`src/rtl/fcp_pkg.sv`:
```
// ============================================================================
// Module  : fcp_pkg
// Brief   : FCP word layout shared by the transmit and receive adapters.
// Revision: 1.0
// ============================================================================
`default_nettype none

package fcp_pkg;

    localparam int FCP_FCCL_LSB    = 0;
    localparam int FCP_QLEN_LSB    = 32;
    localparam int FCP_FCCR_LSB    = 64;
    localparam int FCP_VC_LSB      = 96;
    localparam int FCP_FIELD_WIDTH = 32;

    typedef logic [FCP_FIELD_WIDTH-1:0] fcp_field_t;

    // Saturating increment used by the statistics counters.
    function automatic fcp_field_t fcp_sat_inc(input fcp_field_t value);
        return (value == '1) ? value : value + fcp_field_t'(1);
    endfunction

endpackage

`default_nettype wire

```
`src/rtl/fcp_source_packer_if.sv`:
```
// ============================================================================
// Module  : fcp_upd_if / fcp_axis_if
// Brief   : Credit-update input bundle and FCP AXI-Stream output bundle.
// Revision: 1.0
// ============================================================================
`default_nettype none

interface fcp_upd_if #(
    parameter int QUEUE_INDEX_WIDTH = 15,
    parameter int STAT_WIDTH        = 32
);
    logic                         fcp_valid;
    logic                         fcp_ready;
    logic [QUEUE_INDEX_WIDTH-1:0] fcp_vc;
    logic [STAT_WIDTH-1:0]        fcp_fccl;
    logic [STAT_WIDTH-1:0]        fcp_qlen;
    logic [STAT_WIDTH-1:0]        fcp_fccr;

    modport master (
        output fcp_valid, fcp_vc, fcp_fccl, fcp_qlen, fcp_fccr,
        input  fcp_ready
    );

    modport slave (
        input  fcp_valid, fcp_vc, fcp_fccl, fcp_qlen, fcp_fccr,
        output fcp_ready
    );
endinterface

interface fcp_axis_if #(
    parameter int AXIS_WIDTH = 512
);
    logic [AXIS_WIDTH-1:0] m_axis_fcp_tdata;
    logic                  m_axis_fcp_tvalid;
    logic                  m_axis_fcp_tlast;
    logic                  m_axis_fcp_tready;

    modport master (
        output m_axis_fcp_tdata, m_axis_fcp_tvalid, m_axis_fcp_tlast,
        input  m_axis_fcp_tready
    );

    modport slave (
        input  m_axis_fcp_tdata, m_axis_fcp_tvalid, m_axis_fcp_tlast,
        output m_axis_fcp_tready
    );
endinterface

`default_nettype wire

```
`src/rtl/fcp_msg_fifo.sv`:
```
// ============================================================================
// Module  : fcp_msg_fifo
// Brief   : Show-ahead synchronous FIFO of packed (unpadded) FCP messages.
// Revision: 1.0
// ============================================================================
`default_nettype none

module fcp_msg_fifo #(
    parameter int FIFO_ADDR_WIDTH = 3,
    parameter int DATA_WIDTH      = 111
) (
    input  wire logic                  clk,
    input  wire logic                  rst,
    input  wire logic                  i_wr_en,
    input  wire logic [DATA_WIDTH-1:0] i_wr_data,
    input  wire logic                  i_rd_en,
    output logic      [DATA_WIDTH-1:0] o_rd_data,
    output logic                       o_empty
);

    localparam int c_DEPTH = 1 << FIFO_ADDR_WIDTH;

    logic [DATA_WIDTH-1:0]    r_mem [c_DEPTH];
    // Extra MSB distinguishes full from empty when the address bits match.
    logic [FIFO_ADDR_WIDTH:0] r_wr_ptr;
    logic [FIFO_ADDR_WIDTH:0] r_rd_ptr;

    logic w_full;
    logic w_do_wr;
    logic w_do_rd;

    assign o_empty = (r_wr_ptr == r_rd_ptr);
    assign w_full  = (r_wr_ptr[FIFO_ADDR_WIDTH] != r_rd_ptr[FIFO_ADDR_WIDTH]) &&
                     (r_wr_ptr[FIFO_ADDR_WIDTH-1:0] == r_rd_ptr[FIFO_ADDR_WIDTH-1:0]);
    assign w_do_wr = i_wr_en && !w_full;
    assign w_do_rd = i_rd_en && !o_empty;

    assign o_rd_data = r_mem[r_rd_ptr[FIFO_ADDR_WIDTH-1:0]];

    always_ff @(posedge clk or posedge rst) begin
        if (rst) begin
            r_wr_ptr <= '0;
            r_rd_ptr <= '0;
            for (int i = 0; i < c_DEPTH; i++) begin
                r_mem[i] <= '0;
            end
        end else begin
            if (w_do_wr) begin
                r_mem[r_wr_ptr[FIFO_ADDR_WIDTH-1:0]] <= i_wr_data;
                r_wr_ptr <= r_wr_ptr + 1'b1;
            end
            if (w_do_rd) begin
                r_rd_ptr <= r_rd_ptr + 1'b1;
            end
        end
    end

endmodule

`default_nettype wire

```
`src/rtl/fcp_source_packer.sv`:
```
// ============================================================================
// Module  : fcp_source_packer
// Brief   : Packs per-VC credit updates into single-beat FCP AXI-Stream words.
// Revision: 1.0
// ============================================================================
`default_nettype none

module fcp_source_packer
    import fcp_pkg::*;
#(
    parameter int QUEUE_INDEX_WIDTH = 15,
    parameter int STAT_WIDTH        = 32,
    parameter int AXIS_WIDTH        = 512,
    parameter int FIFO_ADDR_WIDTH   = 3
) (
    input  wire logic                  clk,
    input  wire logic                  rst,
    fcp_upd_if.slave                   fcp,
    fcp_axis_if.master                 m_axis_fcp,
    output logic      [STAT_WIDTH-1:0] stat_sent,
    output logic      [STAT_WIDTH-1:0] stat_dropped
);

    localparam int c_MSG_WIDTH  = FCP_VC_LSB + QUEUE_INDEX_WIDTH;
    localparam int c_CNT_WIDTH  = FIFO_ADDR_WIDTH + 1;
    localparam logic [c_CNT_WIDTH-1:0] c_FULL_COUNT =
        c_CNT_WIDTH'((1 << FIFO_ADDR_WIDTH) + 1);

    generate
        if ((c_MSG_WIDTH > AXIS_WIDTH) || (STAT_WIDTH != FCP_FIELD_WIDTH) ||
            (FIFO_ADDR_WIDTH < 1)) begin : g_param_error
            $error("fcp_source_packer: illegal parameter combination");
        end
    endgenerate

    logic [c_MSG_WIDTH-1:0] w_msg;
    logic [c_MSG_WIDTH-1:0] w_fifo_rd_data;
    logic [c_MSG_WIDTH-1:0] r_msg;
    logic [AXIS_WIDTH-1:0]  w_tdata;
    logic                   r_tvalid;
    logic [c_CNT_WIDTH-1:0] r_count;
    logic [STAT_WIDTH-1:0]  r_stat_sent;
    logic [STAT_WIDTH-1:0]  r_stat_dropped;

    logic w_ready;
    logic w_wr;
    logic w_xfer;
    logic w_load;
    logic w_fifo_empty;
    logic w_fifo_wr;
    logic w_fifo_rd;
    logic w_drop;

    always_comb begin
        w_msg = '0;
        w_msg[FCP_FCCL_LSB +: FCP_FIELD_WIDTH]   = fcp.fcp_fccl;
        w_msg[FCP_QLEN_LSB +: FCP_FIELD_WIDTH]   = fcp.fcp_qlen;
        w_msg[FCP_FCCR_LSB +: FCP_FIELD_WIDTH]   = fcp.fcp_fccr;
        w_msg[FCP_VC_LSB   +: QUEUE_INDEX_WIDTH] = fcp.fcp_vc;
    end

    // Occupancy covers the FIFO plus the output register.
    assign w_ready = (r_count != c_FULL_COUNT);
    assign w_wr    = fcp.fcp_valid && w_ready;
    assign w_drop  = fcp.fcp_valid && !w_ready;
    assign w_xfer  = r_tvalid && m_axis_fcp.m_axis_fcp_tready;
    assign w_load  = !r_tvalid || w_xfer;

    // FIFO head has priority; the incoming update bypasses only when the FIFO is empty.
    assign w_fifo_rd = w_load && !w_fifo_empty;
    assign w_fifo_wr = w_wr && !(w_load && w_fifo_empty);

    fcp_msg_fifo #(
        .FIFO_ADDR_WIDTH (FIFO_ADDR_WIDTH),
        .DATA_WIDTH      (c_MSG_WIDTH)
    ) u_fifo (
        .clk       (clk),
        .rst       (rst),
        .i_wr_en   (w_fifo_wr),
        .i_wr_data (w_msg),
        .i_rd_en   (w_fifo_rd),
        .o_rd_data (w_fifo_rd_data),
        .o_empty   (w_fifo_empty)
    );

    always_ff @(posedge clk or posedge rst) begin
        if (rst) begin
            r_tvalid <= 1'b0;
            r_msg    <= '0;
        end else if (w_load) begin
            if (!w_fifo_empty) begin
                r_msg    <= w_fifo_rd_data;
                r_tvalid <= 1'b1;
            end else if (w_wr) begin
                r_msg    <= w_msg;
                r_tvalid <= 1'b1;
            end else begin
                r_tvalid <= 1'b0;
            end
        end
    end

    always_ff @(posedge clk or posedge rst) begin
        if (rst) begin
            r_count <= '0;
        end else if (w_wr && !w_xfer) begin
            r_count <= r_count + 1'b1;
        end else if (w_xfer && !w_wr) begin
            r_count <= r_count - 1'b1;
        end
    end

    always_ff @(posedge clk or posedge rst) begin
        if (rst) begin
            r_stat_sent    <= '0;
            r_stat_dropped <= '0;
        end else begin
            if (w_xfer) begin
                r_stat_sent <= fcp_sat_inc(r_stat_sent);
            end
            if (w_drop) begin
                r_stat_dropped <= fcp_sat_inc(r_stat_dropped);
            end
        end
    end

    always_comb begin
        w_tdata                  = '0;
        w_tdata[c_MSG_WIDTH-1:0] = r_msg;
    end

    assign fcp.fcp_ready                = w_ready;
    assign m_axis_fcp.m_axis_fcp_tdata  = w_tdata;
    assign m_axis_fcp.m_axis_fcp_tvalid = r_tvalid;
    assign m_axis_fcp.m_axis_fcp_tlast  = 1'b1;
    assign stat_sent                    = r_stat_sent;
    assign stat_dropped                 = r_stat_dropped;

endmodule

`default_nettype wire
```
`src/flat_wrapper.sv`:
```
// flat-port wrapper written by rule: the top's interface ports become plain ports
module fcp_source_packer_flat import fcp_pkg::*;
#(
    parameter int QUEUE_INDEX_WIDTH = 15,
    parameter int STAT_WIDTH        = 32,
    parameter int AXIS_WIDTH        = 512,
    parameter int FIFO_ADDR_WIDTH   = 3
)
  (clk, rst, stat_sent, stat_dropped, fcp_fcp_valid, fcp_fcp_vc, fcp_fcp_fccl, fcp_fcp_qlen, fcp_fcp_fccr, fcp_fcp_ready, m_axis_fcp_m_axis_fcp_tdata, m_axis_fcp_m_axis_fcp_tvalid, m_axis_fcp_m_axis_fcp_tlast, m_axis_fcp_m_axis_fcp_tready);
  fcp_upd_if #(.QUEUE_INDEX_WIDTH(QUEUE_INDEX_WIDTH), .STAT_WIDTH(STAT_WIDTH)) fcp_i ();
  fcp_axis_if #(.AXIS_WIDTH(AXIS_WIDTH)) m_axis_fcp_i ();
  input  wire logic clk;
  input  wire logic rst;
  output logic      [STAT_WIDTH-1:0] stat_sent;
  output logic      [STAT_WIDTH-1:0] stat_dropped;
  input wire logic [$bits(fcp_i.fcp_valid)-1:0] fcp_fcp_valid;
  input wire logic [$bits(fcp_i.fcp_vc)-1:0] fcp_fcp_vc;
  input wire logic [$bits(fcp_i.fcp_fccl)-1:0] fcp_fcp_fccl;
  input wire logic [$bits(fcp_i.fcp_qlen)-1:0] fcp_fcp_qlen;
  input wire logic [$bits(fcp_i.fcp_fccr)-1:0] fcp_fcp_fccr;
  output wire logic [$bits(fcp_i.fcp_ready)-1:0] fcp_fcp_ready;
  output wire logic [$bits(m_axis_fcp_i.m_axis_fcp_tdata)-1:0] m_axis_fcp_m_axis_fcp_tdata;
  output wire logic [$bits(m_axis_fcp_i.m_axis_fcp_tvalid)-1:0] m_axis_fcp_m_axis_fcp_tvalid;
  output wire logic [$bits(m_axis_fcp_i.m_axis_fcp_tlast)-1:0] m_axis_fcp_m_axis_fcp_tlast;
  input wire logic [$bits(m_axis_fcp_i.m_axis_fcp_tready)-1:0] m_axis_fcp_m_axis_fcp_tready;
  assign fcp_i.fcp_valid = fcp_fcp_valid;
  assign fcp_i.fcp_vc = fcp_fcp_vc;
  assign fcp_i.fcp_fccl = fcp_fcp_fccl;
  assign fcp_i.fcp_qlen = fcp_fcp_qlen;
  assign fcp_i.fcp_fccr = fcp_fcp_fccr;
  assign fcp_fcp_ready = fcp_i.fcp_ready;
  assign m_axis_fcp_m_axis_fcp_tdata = m_axis_fcp_i.m_axis_fcp_tdata;
  assign m_axis_fcp_m_axis_fcp_tvalid = m_axis_fcp_i.m_axis_fcp_tvalid;
  assign m_axis_fcp_m_axis_fcp_tlast = m_axis_fcp_i.m_axis_fcp_tlast;
  assign m_axis_fcp_i.m_axis_fcp_tready = m_axis_fcp_m_axis_fcp_tready;
  fcp_source_packer #(.QUEUE_INDEX_WIDTH(QUEUE_INDEX_WIDTH), .STAT_WIDTH(STAT_WIDTH), .AXIS_WIDTH(AXIS_WIDTH), .FIFO_ADDR_WIDTH(FIFO_ADDR_WIDTH)) u_core (.clk(clk), .rst(rst), .fcp(fcp_i), .m_axis_fcp(m_axis_fcp_i), .stat_sent(stat_sent), .stat_dropped(stat_dropped));
endmodule
```
`config.mk`:
```
export PLATFORM = sky130hd
export DESIGN_NAME = fcp_source_packer_flat
export DESIGN_NICKNAME = d
export VERILOG_FILES = /design/src/rtl/fcp_pkg.sv /design/src/rtl/fcp_source_packer_if.sv /design/src/rtl/fcp_msg_fifo.sv /design/src/rtl/fcp_source_packer.sv /design/src/flat_wrapper.sv
export SDC_FILE = /design/constraint.sdc
export NUM_CORES = 2
export LEC_CHECK = 0
export CAP_MARGIN = 10
export CORE_ASPECT_RATIO = 1.2
export CORE_MARGIN = 5
export CORE_UTILIZATION = 37
export CTS_BUF_LIST = sky130_fd_sc_hd__clkbuf_8
export DETAILED_ROUTE_END_ITERATION = 12
export PLACE_DENSITY_LB_ADDON = 0.1
export SLEW_MARGIN = 10
export SYNTH_ARGS = -nofsm -noshare
export SYNTH_HDL_FRONTEND = slang
export SYNTH_SLANG_ARGS = --single-unit
```
`constraint.sdc`:
```
create_clock -name clk -period 85 [get_ports clk]
set_input_delay 17 -clock clk [delete_from_list [all_inputs] [get_ports clk]]
set_output_delay 17 -clock clk [all_outputs]
set_load 0.02 [all_outputs]
```
== Word-level counts from Yosys, hierarchy flattened ==
Cells that the tools add are included.

* Flip-flop bits (word level): 1076
* Logic and storage cells: 71
* Input bits: 115

* Equal/unequal tests: 7
* Order comparisons: 3
* Reductions and logical operators: 24
* $add $sub $neg: 6
* Mux-type cells: 12
* Bitwise gates (word level): 4

{| class="wikitable"
|+ Operators with widths
! kind !! count
|-
| bitwise mux 888 bit || 1
|-
| two-way mux 111 bit || 5
|-
| binary-select mux 111 bit (select 3 bit) || 1
|-
| demux 111 bit (select 3 bit) || 1
|-
| adder 32 x 1 -> 32 bit (second input constant) || 2
|-
| equality test 32 bit (second input constant) || 2
|-
| adder 4 x 1 -> 4 bit (second input constant) || 3
|-
| logical AND 1 bit || 12
|-
| greater-or-equal comparator 4 bit (second input constant) || 2
|-
| two-way mux 4 bit || 2
|-
| inverter 3 -> 4 bit || 2
|-
| zero test 1 bit || 7
|-
| AND reduction 2 bit || 3
|-
| equality test 4 bit || 1
|-
| < comparator 4 x 1 -> 1 bit (second input constant) || 1
|-
| inequality test 4 bit (second input constant) || 1
|-
| subtractor 4 x 1 -> 4 bit (second input constant) || 1
|-
| equality test 3 bit || 1
|-
| two-way mux 1 bit || 2
|-
| inequality test 2 x 1 -> 1 bit (second input constant) || 1
|-
| inverter 1 bit || 2
|-
| nonzero test 2 bit || 1
|-
| logical OR 1 bit || 1
|-
| inequality test 1 bit || 1
|}

== Longest topological paths before layout ==
* Depth in word-level cells: 6
* Mapped depth: 11
* Mapped depth without buffers: 11

== By module ==
From an unflattened synthesis, not the netlist that was laid out.

* Cell total of the unflattened synthesis: 3508
* Area, all modules: 51562.0 um2

{| class="wikitable"
|+ Modules (own cells, without submodules)
! module !! area an instance (um2) !! instances !! cells each
|-
| fcp_msg_fifo || 40069.7 || 1 || 2318
|-
| fcp_source_packer || 11492.3 || 1 || 1190
|}

== Worst setup path before layout ==
Ideal clock, no wire load.

* Path type: input -> register
* Start point: in m_axis_fcp_m_axis_fcp_tready
* End point: reg u_core.u_fifo.r_mem[10] (netlist bit)
* Arrival time: 18.515 ns
* Stages on the path: 8
* Required time: 84.875 ns
* Library setup time: 0.125 ns
* Buffers on the path: 3
* Setup slack: 66.360 ns
* Cell sequence: nor2b_1 -> a2111oi_4 -> nor2_4 -> and4_4 -> clkbuf_2 -> buf_6 -> buf_6 -> mux2_4

* Longest elaborated chain between the ends: 6

{| class="wikitable"
|+ Ends and longest elaborated chain
! element !! RTL line !! text
|-
| start: declaration || flat_wrapper.sv:25 || <nowiki>input wire logic [$bits(m_axis_fcp_i.m_axis_fcp_tready)-1:0] m_axis_fcp_m_axis_fcp_tready;</nowiki>
|-
| logical AND 1 bit || fcp_source_packer.sv:66 || <nowiki>assign w_xfer = r_tvalid && m_axis_fcp.m_axis_fcp_tready;</nowiki>
|-
| logical OR 1 bit || fcp_source_packer.sv:67 || <nowiki>assign w_load = !r_tvalid || w_xfer;</nowiki>
|-
| logical AND 1 bit || fcp_source_packer.sv:71 || <nowiki>assign w_fifo_wr = w_wr && !(w_load && w_fifo_empty);</nowiki>
|-
| zero test 1 bit || fcp_source_packer.sv:71 ||
|-
| logical AND 1 bit || fcp_source_packer.sv:71 ||
|-
| logical AND 1 bit || fcp_msg_fifo.sv:35 || <nowiki>assign w_do_wr = i_wr_en && !w_full;</nowiki>
|-
| end signal: indexed assignment || fcp_msg_fifo.sv:49 || <nowiki>r_mem[r_wr_ptr[FIFO_ADDR_WIDTH-1:0]] <= i_wr_data;</nowiki>
|-
| end: declaration || fcp_msg_fifo.sv:23 || <nowiki>logic [DATA_WIDTH-1:0] r_mem [c_DEPTH];</nowiki>
|}

No other way between the ends.
A chain may end at the register's enable or synchronous reset.

== Worst setup path after layout ==
* Start point: in m_axis_fcp_m_axis_fcp_tready
* End point: reg u_core.u_fifo.r_mem[88] (netlist bit)

Same word-level chain as after synthesis.

==> results.yml <==
floorplan:
  core.rowCount: 149
  chipWidth_um: 349
  die_h_um: 417
  pin_count: 694
  core-area_um2: 137000
  initial_utilization_pct: 37.2
  die_area_um2: 146000
logic_synthesis:
  ys_seq_area_share_pct: 52.6
  yosys_warnings: 0
  synthCells: 3537
  synthesis.area_um2: 51100
  syn_area_per_cell_um2: 14.5
  synth-seq-cells: 1076
  synth_cell_types: 52
timing:
  finalCritPeriodShare_pct: 24.5
  skew_ns: 0.0439
  tns_ns: 0
  min_period_ns: 20.86
  hold_viol: 0
  fmax_mhz: 48.0
  slew_violations: 0
  worstMarginPinSlew_ns: 1.19
  rsz0062_at_grt: "false"
  maxSlewHeadroom_pct: 20.2
  finalSetupViolCount: 0
global_route:
  antenna_found_initial: 25
  grt_use_total_pct: 18.6
  grt_start_max_net_pins: 140
  grt_pass1_wl_um: 206000
  gr-total-overflow: 0
  grt_pass1_vias: 30873
detailed_routing:
  avgRoutedWirePerCell_um: 23.6
  route.vias.total: 29105
  avgViaCountPerCell: 5.03
  wl_um: 137000
  drc: 0
  dr.first_iter.drc_count: 1159
  first_pass_iters: 4
  ant_nets: 0
finish:
  nets: 3982
  drive_gt1_share_pct: 39.3
  layout_commonest_cell: "dfrtp_1"
  area_growth_pct: 13.1
  layout_common_cells: "1073 x dfrtp_1, 924 x mux2_2, 402 x conb_1, 291 x clkdlybuf4s50_1, 230 x clkbuf_8"
  fin_cells: 5791
worst_setup_path:
  arrival_ns: 21.60
  crit_top_cell: "buf_4"
  startpoint_type: "primary input"
  path_cells: "clkdlybuf4s50_1 > nor2b_1 > a2111oi_4 > nor2_4 > and4_4 > buf_4 > buf_4 > mux2_2"
  cpPeakStageDelay_ns: 0.89
  crit_slowest_cell: "buf_4"
  end_kind: "register"
  required_ns: 85.74
  path_max_fanout: 42
  worstSetupPathType: "in2reg"
power:
  p_per_area_nw_per_um2: 40.2
  peakVddDrop_mv: 0.0229
  p_leak_nw: 24.7
run:
  cap_violations: 0
clock_network:
  cts.sinks: 1076
  cts_resized: 0
  holdBufCountCts: 0
  clock_latency_ns: 0.90
  postCtsSetupBuffers: 0
  htreeDepth: 4
  cts_tree: "yes"
  cts_buffers: 186
  clkTransAtPathRegs_ns: 0.06
  clk_path_buf_depth: 3
  cts_root_buf: "clkbuf_8"
placed_design:
  io_buffers: 291
  gp_congestion: 0.786
  place.detailed.hpwl_um: 79700
  place_inst: 5483
status:
  status: "finished clean"
hold_path:
  hp-class: "reg2reg"
-- sequential cells by signal (all words and copies together) (netlist names) --
signal and cells:
u_core.u_fifo.r_mem 888, u_core.r_msg 111, u_core.stat_dropped 32, u_core.stat_sent 32, u_core.r_count 4, u_core.u_fifo.r_rd_ptr 4, u_core.u_fifo.r_wr_ptr 4, u_core.m_axis_fcp.m_axis_fcp_tvalid 1
-- through the flow --
step / utilization [%] / setup WS (ns) / hold WS, ns / area (um^2) / total power, mW
after floorplan: - / 37.71 / 0.441 / 52600 / 1.63
after global placement: 39.5 / 63.20 / 0.467 / 54300 / 1.89
after detailed placement: 39.5 / 63.15 / 0.463 / 54300 / 1.90
after CTS: 42.1 / 64.16 / 0.474 / 57800 / 2.37
after global routing: 42.1 / 63.97 / 0.492 / 57800 / 2.48
final: 42.1 / 64.15 / 0.471 / 57800 / 2.33
-- Yosys cell counts (all sizes together) --
cell type	number	area [um^2]
a2111oi	1	27.5
a211o	1	8.76
a21boi	1	7.51
a21o	1	7.51
a21oi	118	591
a31o	1	8.76
a31oi	5	31.3
and3	4	25.0
and4	2	20.0
and4b	1	10.0
buf	559	3870
clkbuf	55	208
conb	2	7.51
dfrtp	1076	26900
fa	1	20.0
ha	7	87.6
inv	13	48.8
mux2	1005	11600
mux4	222	5000
nand2	41	154
nand2b	2	12.5
nand3	29	145
nand3b	1	7.51
nand4	27	169
nand4b	4	35.0
nand4bb	1	11.3
nor2	143	544
nor2b	1	6.26
nor3	11	60.1
nor3b	2	20.0
nor4	9	62.6
nor4b	1	15.0
o21ai	2	10.0
o22ai	111	694
o311ai	1	16.3
or2	4	25.0
or3	1	6.26
or4	1	7.51
xnor2	42	368
xor2	28	253
-- layout make-up --
type                    count  area, um^2
inverters                  13        56.3
clock buffers             230        3170
clock inverters            70         317
flip-flops and latches   1076       26900
repair buffers            348        3390
diodes                      8        20.0
fillers                 12770       79600
multi-input cells        2234       21700
well taps                1812        2270
-- power by group --
part | switching [mW] | internal [mW]
combinational | 0.414 | 0.552
sequential | 0.146 | 0.762
clock | 0.210 | 0.240
total | 0.770 | 1.56
-- final timing paths --
check / start / slack [ns] / to / depth (start not counted)
max: m_axis_fcp_m_axis_fcp_tready / 64.15 / u_core.u_fifo.r_mem[88] / 8
min: u_core.r_count[3] / 0.47 / u_core.r_count[3] / 1
max reg2reg: u_core.u_fifo.r_rd_ptr[2] / 79.95 / u_core.u_fifo.r_mem[88] / 7
min reg2reg: u_core.r_count[3] / 0.47 / u_core.r_count[3] / 1
max in group asynchronous: rst / 65.36 / u_core.r_msg[87] / 5
min in group asynchronous: rst / 16.65 / u_core.stat_sent[6] / 2
-- cell families after synthesis --
family / after synthesis / share of synthesized area (%)
xor gates and xnor gates: 70 / 1.21
DFF: 1076 / 52.6
other: 2 / 0.0147
and+or+nand+nor: 285 / 2.61
muxes: 1227 / 32.5
adders and majority gates: 8 / 0.210
AOI/OAI and AO/OA: 242 / 2.74
buffers and inverters: 627 / 8.06
-- critical path, delay by kind of cell --
| kind | cells | cell delay, ns |
|---|---|---|
| compound gates | 1 | 0.19 |
| buf+inv | 3 | 2.32 |
| mux | 1 | 0.42 |
| simple gates | 3 | 1.61 |
-- metal layers --
metal  share of wire [%]  global-route usage (%)  wire length, um
met1                  42                    23.8            57700
met2                  51                    32.1            69400
met4                 2.1                    5.20             2910
met3                 4.9                    3.81             6750
met5               0.098                       0              134
Note: power is estimated with default switching activity, not from simulation.
